## src/rtl/if_stage_pkg.sv

```systemverilog
// Shared pipeline definitions: word width, reset/bubble constants
// and the instruction-fetch state encoding.
package if_stage_pkg;

    localparam int WORD_W = 32;

    localparam logic [WORD_W-1:0] RESET_PC_DEF  = 32'h0000_0000;
    localparam logic [WORD_W-1:0] NOP_INSTR_DEF = 32'h0000_0000;
    localparam logic [WORD_W-1:0] PC_STEP       = 32'd4;

    typedef enum logic [1:0] {
        FETCH = 2'd0,
        HOLD  = 2'd1,
        DRAIN = 2'd2
    } fetch_state_t;

endpackage

```

## src/rtl/if_id_register.sv

```systemverilog
// IF/ID pipeline register: bubble beats hold, hold beats load.
// A bubble keeps the old PC+4; only instr and valid are overwritten.
module if_id_register
    import if_stage_pkg::*;
#(
    parameter logic [WORD_W-1:0] NOP_INSTR = NOP_INSTR_DEF
) (
    input  logic              clk,
    input  logic              rst,
    input  logic              hold,
    input  logic              bubble,
    input  logic              load,
    input  logic [WORD_W-1:0] instr_in,
    input  logic [WORD_W-1:0] pc4_in,
    output logic [WORD_W-1:0] instr,
    output logic [WORD_W-1:0] pc_incr4,
    output logic              valid
);

    always_ff @(posedge clk or posedge rst) begin
        if (rst) begin
            instr    <= NOP_INSTR;
            pc_incr4 <= '0;
            valid    <= 1'b0;
        end else if (bubble) begin
            instr    <= NOP_INSTR;
            valid    <= 1'b0;
        end else if (!hold && load) begin
            instr    <= instr_in;
            pc_incr4 <= pc4_in;
            valid    <= 1'b1;
        end
    end

endmodule

```

## src/rtl/if_stage.sv

```systemverilog
// Instruction fetch: PC, imem req/ready handshake, skid buffer for
// load-use stalls and branch redirect (DRAIN waits out an in-flight fetch).
module if_stage
    import if_stage_pkg::*;
#(
    parameter logic [WORD_W-1:0] RESET_PC  = RESET_PC_DEF,
    parameter logic [WORD_W-1:0] NOP_INSTR = NOP_INSTR_DEF
) (
    input  logic              clk,
    input  logic              rst,
    input  logic              stall_ID,
    input  logic              branch_taken,
    input  logic [WORD_W-1:0] branch_target,
    output logic              imem_req,
    output logic [WORD_W-1:0] imem_addr,
    input  logic [WORD_W-1:0] imem_rdata,
    input  logic              imem_ready,
    output logic [WORD_W-1:0] instr_ID,
    output logic [WORD_W-1:0] pc_incr4_ID,
    output logic              valid_ID,
    output logic [WORD_W-1:0] pc_IF
);

    fetch_state_t      state, state_n;
    logic [WORD_W-1:0] pc, pc_n;
    logic [WORD_W-1:0] pend, pend_n;
    logic [WORD_W-1:0] skid_instr, skid_instr_n;
    logic [WORD_W-1:0] skid_pc4, skid_pc4_n;
    logic [WORD_W-1:0] pc4;
    logic [WORD_W-1:0] ld_instr, ld_pc4;
    logic              ld, hold, bubble;

    assign pc4       = pc + PC_STEP;
    assign pc_IF     = pc;
    assign imem_addr = pc;
    // Gate with rst so the request drops the instant reset is applied.
    assign imem_req  = !rst && (state != HOLD);

    assign ld_instr = (state == HOLD) ? skid_instr : imem_rdata;
    assign ld_pc4   = (state == HOLD) ? skid_pc4   : pc4;

    always_ff @(posedge clk or posedge rst) begin
        if (rst) begin
            state      <= FETCH;
            pc         <= RESET_PC;
            pend       <= '0;
            skid_instr <= '0;
            skid_pc4   <= '0;
        end else begin
            state      <= state_n;
            pc         <= pc_n;
            pend       <= pend_n;
            skid_instr <= skid_instr_n;
            skid_pc4   <= skid_pc4_n;
        end
    end

    always_comb begin
        state_n      = state;
        pc_n         = pc;
        pend_n       = pend;
        skid_instr_n = skid_instr;
        skid_pc4_n   = skid_pc4;
        ld           = 1'b0;
        hold         = 1'b0;
        bubble       = 1'b0;
        unique case (state)
            FETCH: begin
                if (branch_taken) begin
                    bubble       = 1'b1;
                    skid_instr_n = '0;
                    skid_pc4_n   = '0;
                    if (imem_ready) begin
                        pc_n = branch_target;
                    end else begin
                        pend_n  = branch_target;
                        state_n = DRAIN;
                    end
                end else if (imem_ready) begin
                    pc_n = pc4;
                    if (stall_ID) begin
                        hold         = 1'b1;
                        skid_instr_n = imem_rdata;
                        skid_pc4_n   = pc4;
                        state_n      = HOLD;
                    end else begin
                        ld = 1'b1;
                    end
                end else if (stall_ID) begin
                    hold = 1'b1;
                end else begin
                    bubble = 1'b1;
                end
            end
            HOLD: begin
                if (branch_taken) begin
                    bubble       = 1'b1;
                    skid_instr_n = '0;
                    skid_pc4_n   = '0;
                    pc_n         = branch_target;
                    state_n      = FETCH;
                end else if (stall_ID) begin
                    hold = 1'b1;
                end else begin
                    ld      = 1'b1;
                    state_n = FETCH;
                end
            end
            DRAIN: begin
                bubble = 1'b1;
                if (branch_taken) begin
                    pend_n = branch_target;
                end
                // Youngest redirect wins if it lands with the response.
                if (imem_ready) begin
                    pc_n    = branch_taken ? branch_target : pend;
                    state_n = FETCH;
                end
            end
            default: begin
                state_n = FETCH;
            end
        endcase
    end

    if_id_register #(
        .NOP_INSTR(NOP_INSTR)
    ) u_if_id (
        .clk      (clk),
        .rst      (rst),
        .hold     (hold),
        .bubble   (bubble),
        .load     (ld),
        .instr_in (ld_instr),
        .pc4_in   (ld_pc4),
        .instr    (instr_ID),
        .pc_incr4 (pc_incr4_ID),
        .valid    (valid_ID)
    );

endmodule

```

## config.mk

```make
export PLATFORM = sky130hd
export DESIGN_NAME = if_stage
export DESIGN_NICKNAME = d
export VERILOG_FILES = /design/src/rtl/if_stage_pkg.sv /design/src/rtl/if_id_register.sv /design/src/rtl/if_stage.sv
export SDC_FILE = /design/constraint.sdc
export NUM_CORES = 1
export LEC_CHECK = 0
export BUFFER_PORTS_ARGS = -buffer_cell sky130_fd_sc_hd__buf_2
export CAP_MARGIN = 10
export CORE_MARGIN = 5
export CORE_UTILIZATION = 56
export CTS_CLUSTER_DIAMETER = 150
export CTS_CLUSTER_SIZE = 12
export DETAILED_ROUTE_END_ITERATION = 8
export PLACE_DENSITY = 0.83
export SLEW_MARGIN = 25
export SYNTH_ARGS = -nofsm -noshare
export SYNTH_HDL_FRONTEND = slang
export SYNTH_HIERARCHICAL = 1
export SYNTH_SLANG_ARGS = --single-unit
```

## constraint.sdc

```tcl
create_clock -name clk -period 4.5 [get_ports clk]
set_input_delay 0.675 -clock clk [delete_from_list [all_inputs] [get_ports clk]]
set_output_delay 0.675 -clock clk [all_outputs]
set_load 0.01 [all_outputs]
```

# After elaboration in Yosys (flattened, before gate mapping)
# Index checks and enable logic that the tools add are counted.
dict set report classes {
  n_addsub 1
  n_eq_ne 12
  mux 45
  bitwise 1
  reduce_logical 15
}
# cell count
set ops {}
lappend ops {{$mux W32} 19}
lappend ops {{$pmux W32 S2} 3}
lappend ops {{$pmux W32 S3} 1}
lappend ops {{$add A32 B3 Y32 const B} 1}
lappend ops {{$mux W2} 7}
lappend ops {{$mux W1} 12}
lappend ops {{$ne A3 B3 Y1 const B} 4}
lappend ops {{$ne A2 B2 Y1 const B} 5}
lappend ops {{$reduce_and A4 Y1} 2}
lappend ops {{$pmux W2 S3} 1}
lappend ops {{$reduce_bool A2 Y1} 3}
lappend ops {{$reduce_and A5 Y1} 1}
lappend ops {{$pmux W1 S3} 1}
lappend ops {{$reduce_and A3 Y1} 1}
lappend ops {{$reduce_bool A3 Y1} 1}
lappend ops {{$eq A2 B1 Y1 const B} 1}
lappend ops {{$eq A2 B2 Y1 const B} 1}
lappend ops {{$logic_and A1 B1 Y1} 2}
lappend ops {{$logic_not A1 Y1} 2}
lappend ops {{$logic_not A2 Y1} 1}
lappend ops {{$ne A2 B1 Y1 const B} 1}
lappend ops {{$pmux W1 S2} 1}
lappend ops {{$reduce_and A2 Y1} 1}
lappend ops {{$reduce_or A2 Y1} 1}
lappend ops {{$not A1 Y1} 1}
dict set report totals {
  reg_bits 195
  input_bits 69
  out_inout_bits 130
  elab_cells 82
}

# Longest topological paths before layout
# Gate-level depths: netlist of run 1.
dict set report logic_depth {
  depth_word 7
  ltp_mapped 12
  mapped_depth_nobuf 8
}

# Hierarchy
# The synthesis of run 1 kept the hierarchy.
# module n_inst cells_each area_each_um2
set modules_own_cells {}
lappend modules_own_cells {if_stage 1 838 7433.4}
lappend modules_own_cells {if_id_register 1 214 2675.1}

# Worst setup path after synthesis of run 1
# No wires, ideal clock.
dict set report synth_timing {
  path_kind {in2reg}
  start {input port branch_taken}
  end {register u_if_id.pc_incr4[0]}
  setup_ns 0.125
  arrival_ns 2.559
  t_required_ns 4.375
  slack_ns 1.816
  stages 12
  n_path_buf 6
  path_cell_list {clkbuf_1 > buf_2 > buf_1 > buf_2 > a21oi_1 > nor2_1 > nor2_1 > nor2_1 > buf_2 > nor2_8 > buf_12 > mux2_4}
}
# item line_no
set synth_rtl {}
lappend synth_rtl {{start: declaration} if_stage.sv:12} ;# input logic branch_taken,
lappend synth_rtl {{$mux W1 (on tied branches)} {if_stage.sv:96, if_stage.sv:69}}
lappend synth_rtl {{$pmux W1 S3 (*)} if_stage.sv:67} ;# unique case (state)
lappend synth_rtl {{via bubble} if_stage.sv:31} ;# logic ld, hold, bubble;
lappend synth_rtl {{$not A1 Y1 (no line) (*)} --}
lappend synth_rtl {{$reduce_and A2 Y1 (no line) (*)} --}
lappend synth_rtl {{end signal: assignment} if_id_register.sv:30} ;# pc_incr4 <= pc4_in;
lappend synth_rtl {{end: declaration} if_id_register.sv:16} ;# output logic [WORD_W-1:0] pc_incr4,
# The timed path passes the listed nets; every way through them passes the cells marked *.
# A chain may end at the register's enable or synchronous reset.

# Worst setup path after layout of run 1
dict set report layout_timing {
  start {register state[1]}
  end {register u_if_id.pc_incr4[21]}
}
# item line_no
set layout_rtl {}
lappend layout_rtl {{start: declaration} if_stage.sv:24} ;# fetch_state_t state, state_n;
lappend layout_rtl {{start signal: assignment} if_stage.sv:50} ;# state <= state_n;
lappend layout_rtl {{$eq A2 B1 Y1 / $logic_not A2 Y1 (equally long branches)} if_stage.sv:67}
lappend layout_rtl {{$pmux W1 S2 (*)} if_stage.sv:67}
lappend layout_rtl {{via ld} if_stage.sv:31}
lappend layout_rtl {{$logic_and A1 B1 Y1 (*)} if_id_register.sv:28} ;# end else if (!hold && load) begin
lappend layout_rtl {{$reduce_and A2 Y1 (no line) (*)} --}
# Marks and branches as above.

==> results of run 1 <==
-- state kept, by name, indices dropped and copies added, names as in the netlist --
| register | flops |
|---|---|
| state | 2 |
| skid_instr | 32 |
| pend | 32 |
| imem_addr | 32 |
| u_if_id/instr | 32 |
| u_if_id/pc_incr4 | 32 |
| u_if_id/valid | 1 |
| skid_pc4 | 32 |
-- power by group --
group / total [mW] / internal, mW / switching (mW)
Combinational: 3.48 / 1.50 / 1.98
Clock: 1.53 / 0.841 / 0.685
Sequential: 2.95 / 2.37 / 0.576
-- cells by family (layout without fill, tap and decap cells) --
kind of cell	Yosys count	in the layout	synth area share [%]
AND/OR/NAND/NOR	355	355	15.1
flip-flops	195	195	48.3
AO/OA/AOI/OAI	261	261	16.3
adder cells (fa/ha/maj)	5	5	0.619
multiplexers	87	87	10.7
buffers and inverters	121	256	6.54
XOR/XNOR	28	28	2.43
-- worst register-to-register path, delay by kind of cell (launching register included) --
family | cells | cell delay [ns]
AO/OA/AOI/OAI | 1 | 0.45
buffers and inverters | 1 | 0.14
adder cells (fa/ha/maj) | 1 | 0.36
AND/OR/NAND/NOR | 3 | 1.15
flip-flops | 1 | 0.40
multiplexers | 1 | 0.43
-- cell usage in the layout (no fill, tap or decap), types with 4 or more instances in the layout --
master and n:
o21a_1 7, dfrtp_1 195, nand3_1 13, buf_4 14, a221o_1 4, nand4_1 8, mux2_4 30, a32o_1 4
and3_1 6, o21ai_0 63, a21o_1 5, a221oi_1 10, nor3_1 8, mux2_2 51, a211oi_1 6, a31oi_1 9
inv_6 6, o22a_1 10, clkbuf_16 17, xor2_1 9, a22oi_1 6, buf_2 198, nor2b_1 5, xnor2_1 19
nand2_1 248, nor2_1 41, a21oi_1 91, a22o_1 16, inv_1 9, mux2i_1 6, o31ai_1 7, and4_1 4
-- final timing paths --
kind	cells after the start	slack [ns]	end	from
max	7	1.46	u_if_id/pc_incr4[21]$_DFFE_PP0P_	state[1]$_DFFE_PP0P_
max in group asynchronous	3	3.18	u_if_id/pc_incr4[21]$_DFFE_PP0P_	rst
min reg2reg	2	0.48	skid_instr[14]$_DFFE_PP0P_	skid_instr[14]$_DFFE_PP0P_
min in group clk	2	0.48	skid_instr[14]$_DFFE_PP0P_	skid_instr[14]$_DFFE_PP0P_
min	2	0.35	skid_pc4[1]$_DFFE_PP0P_	rst
max reg2reg	7	1.46	u_if_id/pc_incr4[21]$_DFFE_PP0P_	state[1]$_DFFE_PP0P_
-- layout make-up --
class,instances,area (um^2)
clock buffer,18,439
tap,229,287
fill,1479,6350
sequential,195,4880
inverter,12,50.0
clock inverter,14,150
multi-input combinational,736,4580
timing repair buffer,212,1100
-- metrics by stage --
step / cell area [um^2] / setup slack (ns)
3_3_place_gp: 10900 / 1.55
6_report: 11500 / 1.46
5_1_grt: 11500 / 1.25
2_1_floorplan: 10100 / 0.356
3_5_place_dp: 10900 / 1.45
4_1_cts: 11500 / 1.43
-- layer usage --
layer	up-vias	track usage, %	wire [um]
met4	0	7.27	525
met1	4034	36.6	11300
met5	-	0	0
met2	360	38.8	11800
li1	3878	-	-
met3	38	3.70	2070
==> out/metrics.yaml, run 1 <==
vdd_drop_max_mv: 0.406
path_max_fanout: 33
dieArea_um2: 20800
crit_family: "simple AND/OR/NAND/NOR gates"
clock_skew_ns: 0.0128
tns_ns: 0
finalSetupViolations: 0
cap_violations: 0
postRouteAntennaNets: 0
synth_top_area_share_pct: 48.3
cp_data_required_time_ns: 4.81
max_slew.worst_pin.slew_ns: 0.873
dp_hpwl_mm: 17.9
syn_nets: 1126
cp_cell_sequence: "inv_1 > ha_1 > nand2_1 > a211oi_1 > nand2b_4 > nor2_8 > mux2_2"
root_buffer: "clkbuf_16"
status: "complete, no violations"
slew_violations: 0
ys_warn_count: 6
syn_area_um2: 10100
path_clk_slew_ns: 0.07
grt_pass1_wl_mm: 41.5
post_cts_buffers: 0
antenna_cells: 0
vias_per_cell: 5.87
totalWireLength_mm: 25.7
placed_cells: 1384
drive_gt1_share_pct: 29.1
cts_buffers: 17
cp.arrival_ns: 3.35
netlist_top_cells_count: "nand2_1 (248), dfrtp_1 (195), a21oi_1 (91)"
gp_congestion: 0.904
start_util_pct: 56.7
synth_edf_count: 0
timing.hold.ws_ns: 0.354
min_period_ns: 3.04
cts_tree: "yes"
area_growth_pct: 13.6
grt-ovfl-total: 0
die_w_um: 144
slew_headroom_pct: 41.6
path_buf_inv: 1
p_leak_nw: 5.47
post-route-period-util_pct: 67.5
rows: 49
antenna_found_initial: 0
cts_resized: 0
io_pins: 199
synth_cell_type_count: 66
dr.pass1.iters: 5
crit_type: "flop to flop"
drcViolationCount: 0
die_height_um: 144
portBuffers: 198
hold_path.class: "input port to async pin"
drtIter0Drc: 643
fmax_mhz: 329
crit_path_top_delay_cell: "nor2_8"
core_um2: 17800
rsz0062_at_grt: "false"
syn_area_per_cell_um2: 9.61
ctsHoldBuffers: 0
drt-wirelength-per-cell_um: 18.2
total_power_mw: 7.96
synth_area_leaders: "dfrtp_1 (48%), nand2_1 (9.2%), mux2_2 (5.7%), a21oi_1 (4.5%), mux2_4 (4.5%)"
finish.utilization_pct: 64.4
slowest_delay_ns: 0.70
htreeDepth: 4
ys.flop_type: "dfrtp_1"
cts_sinks: 195
power_density_nw_per_um2: 693
synthesis.instances: 1052
critPathCaptureType: "flop"
crit_path_start_kind: "flop"
hold_violations: 0
grt_max_degree: 81
synth-async-reset-ratio_pct: 100
synthMostInstantiatedCell: "nand2_1"
first_global_vias: 7893
clk-insertion-delay-late_ns: 0.43
ys_ff_latch: 195
finalNonFillerCells: 1416
yosysTopAreaCell: "dfrtp_1"
nets: 1248
vias: 8310
yosysSeqAreaShare_pct: 48.3
track_usage_pct: 25.0
clockBufferDepth: 2
(Power assumes the default switching activity.)
==> run 2: changes to the inputs <==
==> constraint.sdc (replaced) <==
create_clock -name clk -period 2.9 [get_ports clk]
set_input_delay 0.435 -clock clk [delete_from_list [all_inputs] [get_ports clk]]
set_output_delay 0.435 -clock clk [all_outputs]
set_load 0.01 [all_outputs]
==> run 2 against run 1 <==
Net effect:
- sequential power grew 56%
- die area is the same
- sequential share of layout area shrank 0.50 points
- cell area grew 1.2%
- wire length grew 3.7%
- combinational power grew 59%
- total power grew 57%
- hold slack lost 0.18 ns
- critical endpoint is now u_if_id/pc_incr4[31]$_DFFE_PP0P_
- fmax grew 18%
- setup slack lost 1.1 ns
- largest power group unchanged
- non-clock buffer count grew 13
==> out/metrics.yaml, run 2 (synthesized netlist as in run 1, its figures left out) <==
crit_type: "flop to flop"
grt_max_degree: 81
totalWireLength_mm: 26.7
cts_tree: "yes"
post-route-period-util_pct: 88.9
status: "complete, no violations"
cts_resized: 0
fmax_mhz: 388
grt_pass1_wl_mm: 41.9
dp_hpwl_mm: 18.4
post_cts_buffers: 0
slew_violations: 0
core_um2: 17800
clockBufferDepth: 2
rsz0062_at_grt: "false"
die_height_um: 144
nets: 1261
min_period_ns: 2.58
finalSetupViolations: 0
drt-wirelength-per-cell_um: 18.6
first_global_vias: 7851
postRouteAntennaNets: 0
layout_common_cells: "nand2_1 (248), buf_2 (198), dfrtp_1 (195)"
io_pins: 199
dieArea_um2: 20800
gp_congestion: 0.955
portBuffers: 198
clock_skew_ns: 0.0104
placed_cells: 1397
finalNonFillerCells: 1430
vias: 8446
tns_ns: 0
power_density_nw_per_um2: 1070
cts_sinks: 195
critPathCaptureType: "flop"
track_usage_pct: 25.3
start_util_pct: 56.7
cp.arrival_ns: 2.89
r2r_slack_ns: 0.32
vias_per_cell: 5.91
drive_gt1_share_pct: 29.4
rr_startpoint: "imem_addr[2]$_DFFE_PP0P_"
crit_path_start_kind: "flop"
path_clk_slew_ns: 0.07
r2r_end: "u_if_id/pc_incr4[31]$_DFFE_PP0P_"
antenna_found_initial: 1
cap_violations: 0
layout_commonest_cell: "nand2_1"
die_w_um: 144
clk-insertion-delay-late_ns: 0.43
drtIter0Drc: 684
root_buffer: "clkbuf_16"
hold_path.class: "input port to async pin"
rows: 49
max_slew.worst_pin.slew_ns: 0.873
area_growth_pct: 15.0
r2r_cells: 6
p_leak_nw: 5.55
cp_data_required_time_ns: 3.21
cts_buffers: 17
slew_headroom_pct: 41.8
grt-ovfl-total: 0
vdd_drop_max_mv: 0.616
dr.pass1.iters: 5
htreeDepth: 4
drcViolationCount: 0
ctsHoldBuffers: 0
hold_violations: 0
path_max_fanout: 9
[run 2: changes by cell type in the layout (fill, tap and decap cells not counted), moves of 2 or more]
| cell | previous run | this run |
|---|---|---|
| inv_6 | 6 | 2 |
| clkbuf_1 | 0 | 2 |
| buf_4 | 14 | 23 |
| clkinv_4 | 1 | 3 |
| buf_12 | 0 | 4 |
[run 2: worst max-delay path: stages, from the launching register on]
cell,delay [ns]
dfrtp_1,0.53
and4_1,0.32
nand4_1,0.28
or4_4,0.62
xnor2_1,0.17
mux2_2,0.28
mux2_4,0.25
[run 2: worst max-delay path by stage]
stage                             start                               end  slack, ns  depth (start not counted)
3_3_place_gp       state[1]$_DFFE_PP0P_  u_if_id/pc_incr4[21]$_DFFE_PP0P_       0.51                          8
6_report       imem_addr[2]$_DFFE_PP0P_  u_if_id/pc_incr4[31]$_DFFE_PP0P_       0.32                          6
5_1_grt            state[1]$_DFFE_PP0P_  u_if_id/pc_incr4[22]$_DFFE_PP0P_       0.21                          8
4_1_cts            state[1]$_DFFE_PP0P_  u_if_id/pc_incr4[22]$_DFFE_PP0P_       0.36                          8
2_1_floorplan              branch_taken   u_if_id/pc_incr4[0]$_DFFE_PP0P_       0.46                         12
3_5_place_dp       state[1]$_DFFE_PP0P_  u_if_id/pc_incr4[22]$_DFFE_PP0P_       0.38                          8
[run 2: report_power, final]
part / internal (mW) / switching (mW) / total [mW]
Clock: 1.32 / 1.03 / 2.35
Sequential: 3.68 / 0.902 / 4.59
Combinational: 2.39 / 3.15 / 5.54
[run 2: final cells by class]
type,instances,area (um^2)
antenna,1,2.50
timing repair buffer,225,1240
multi-input combinational,736,4580
fill,1416,6220
clock inverter,11,126
inverter,12,48.8
clock buffer,21,460
sequential,195,4880
tap,229,287
[run 2: stage by stage]
stage / hold WS [ns] / setup slack, ns / instance area, um^2 / util (%) / power (mW)
finish: 0.175 / 0.321 / 11600 / 65.2 / 12.5
global route: 0.235 / 0.205 / 11600 / 65.2 / 13.2
CTS: 0.186 / 0.359 / 11600 / 65.1 / 12.5
detailed placement: 0.471 / 0.379 / 11000 / 61.8 / 10.1
global placement: 0.462 / 0.511 / 11000 / 61.8 / 9.87
floorplan: 0.450 / 0.456 / 10100 / - / 8.45
[run 2: layer usage]
metal / wire, um / track usage, % / vias up
met5: 0 / 0 / -
met3: 2300 / 4.79 / 58
met4: 686 / 8.93 / 0
li1: - / - / 3891
met1: 11200 / 36.4 / 4046
met2: 12500 / 38.6 / 451
==> run 3: changes to the inputs <==
==> constraint.sdc (replaced) <==
create_clock -name clk -period 2.9 [get_ports clk]
set_input_delay 0.87 -clock clk [delete_from_list [all_inputs] [get_ports clk]]
set_output_delay 0.87 -clock clk [all_outputs]
set_load 0.01 [all_outputs]
==> run 3 against run 2 <==
Net effect:
- register-to-register slack barely moved
- first-iteration DRC count rose by 0.58%
- cell area rose by 0.74%
- die area did not move
- fmax rose by 0.35%
- global-route usage rose by 0.33 points
- setup slack improved by 0.0091 ns
- combinational power barely moved
- final cell count rose by 0.35%
- critical path type unchanged
==> out/metrics.yaml, run 3 (synthesized netlist as in run 1, its figures left out) <==
status: "complete, no violations"
cp_data_required_time_ns: 3.22
core_um2: 17800
nets: 1267
fin_area_um2: 11700
hold_path.class: "input port to async pin"
portBuffers: 198
dp_hpwl_mm: 18.8
antenna_found_initial: 0
cp_cell_sequence: "and4_1 > nand4_1 > or4_4 > xnor2_1 > mux2_2 > mux2_4"
min_period_ns: 2.57
path_clk_slew_ns: 0.07
postRouteAntennaNets: 0
cts_tree: "yes"
placed_cells: 1403
path_max_fanout: 9
tns_ns: 0
grt_pass1_wl_mm: 42.4
wl_met2_mm: 12.5
antenna_cells: 0
clockBufferDepth: 2
start_util_pct: 56.7
cp.arrival_ns: 2.89
fmax_mhz: 389
io_pins: 199
area_growth_pct: 15.8
finalSetupViolations: 0
die_height_um: 144
finish.utilization_pct: 65.6
drcViolationCount: 0
slowest_delay_ns: 0.62
crit_path_start_kind: "flop"
drive_gt1_share_pct: 29.9
vias_per_cell: 5.82
critPathCaptureType: "flop"
dieArea_um2: 20800
slew_violations: 0
gp_congestion: 0.901
slew_headroom_pct: 49.3
track_usage_pct: 25.6
cts_resized: 0
hold_violations: 0
clk-insertion-delay-late_ns: 0.43
drtIter0Drc: 688
vdd_drop_max_mv: 0.766
die_w_um: 144
root_buffer: "clkbuf_16"
layout_common_cells: "nand2_1 (248), buf_2 (198), dfrtp_1 (195)"
crit_type: "flop to flop"
crit_path_top_delay_cell: "or4_4"
vias: 8348
grt-ovfl-total: 0
timing.hold.ws_ns: 0.480
path_buf_inv: 0
post-route-period-util_pct: 88.6
crit_family: "simple AND/OR/NAND/NOR gates"
post_cts_buffers: 0
wl_met1_mm: 11.4
clock_skew_ns: 0.0118
p_leak_nw: 5.58
grt_max_degree: 55
first_global_vias: 7896
rsz0062_at_grt: "false"
dr.pass1.iters: 5
highest_layer: "met4"
fillers: 1414
finalNonFillerCells: 1435
ctsHoldBuffers: 0
drt-wirelength-per-cell_um: 18.5
route.met3.wl_mm: 2.20
cts_sinks: 195
power_density_nw_per_um2: 1060
place_area_um2: 11100
cap_violations: 0
layout_commonest_cell: "nand2_1"
cts_buffers: 17
max_slew.worst_pin.slew_ns: 0.759
total_power_mw: 12.5
htreeDepth: 4
totalWireLength_mm: 26.6
fin_ws_ns: 0.330
dp_slack_ns: 0.372
rows: 49
## run 3: cell types whose count changed in the layout (fill, tap and decap cells not counted), sizes merged
cell | previous run | this run
buf | 225 | 231
inv | 13 | 14
clkinvlp | 2 | 4
diode | 1 | 0
bufinv | 2 | 1
clkbuf | 21 | 19
## run 3: final timing paths
kind                                     startpoint                               end  slack [ns]  depth (start not counted)
min in group clk           skid_pc4[17]$_DFFE_PP0P_          skid_pc4[17]$_DFFE_PP0P_        0.48                          2
max in group asynchronous                       rst  u_if_id/pc_incr4[27]$_DFFE_PP0P_        1.64                          3
max reg2reg                imem_addr[2]$_DFFE_PP0P_  u_if_id/pc_incr4[31]$_DFFE_PP0P_        0.33                          6
max                        imem_addr[2]$_DFFE_PP0P_  u_if_id/pc_incr4[31]$_DFFE_PP0P_        0.33                          6
min                                             rst           skid_pc4[3]$_DFFE_PP0P_        0.48                          2
min reg2reg                skid_pc4[17]$_DFFE_PP0P_          skid_pc4[17]$_DFFE_PP0P_        0.48                          2
## run 3: layer usage
metal	GRT usage [%]	up-vias
li1	-	3916
met3	3.87	35
met1	37.3	4025
met2	40.3	372
met5	0	-
met4	6.92	0
## run 3: area by class of cell
| class | instances | area [um^2] | area share, % |
|---|---|---|---|
| clock buffer | 19 | 453 | 3.87 |
| multi-input combinational | 736 | 4580 | 39.1 |
| clock inverter | 13 | 128 | 1.09 |
| sequential | 195 | 4880 | 41.7 |
| inverter | 12 | 48.8 | 0.417 |
| timing repair buffer | 231 | 1340 | 11.4 |
| tap | 229 | 287 | 2.45 |
## run 3: worst reg2reg max path: stages (launching register included)
cell and delay (ns):
dfrtp_1 0.49, and4_1 0.39, nand4_1 0.30, or4_4 0.62
xnor2_1 0.15, mux2_2 0.27, mux2_4 0.25
## run 3: report_power, final
group	internal, mW	switching, mW
logic	2.45	3.11
registers	3.68	0.919
clock network	1.24	1.06
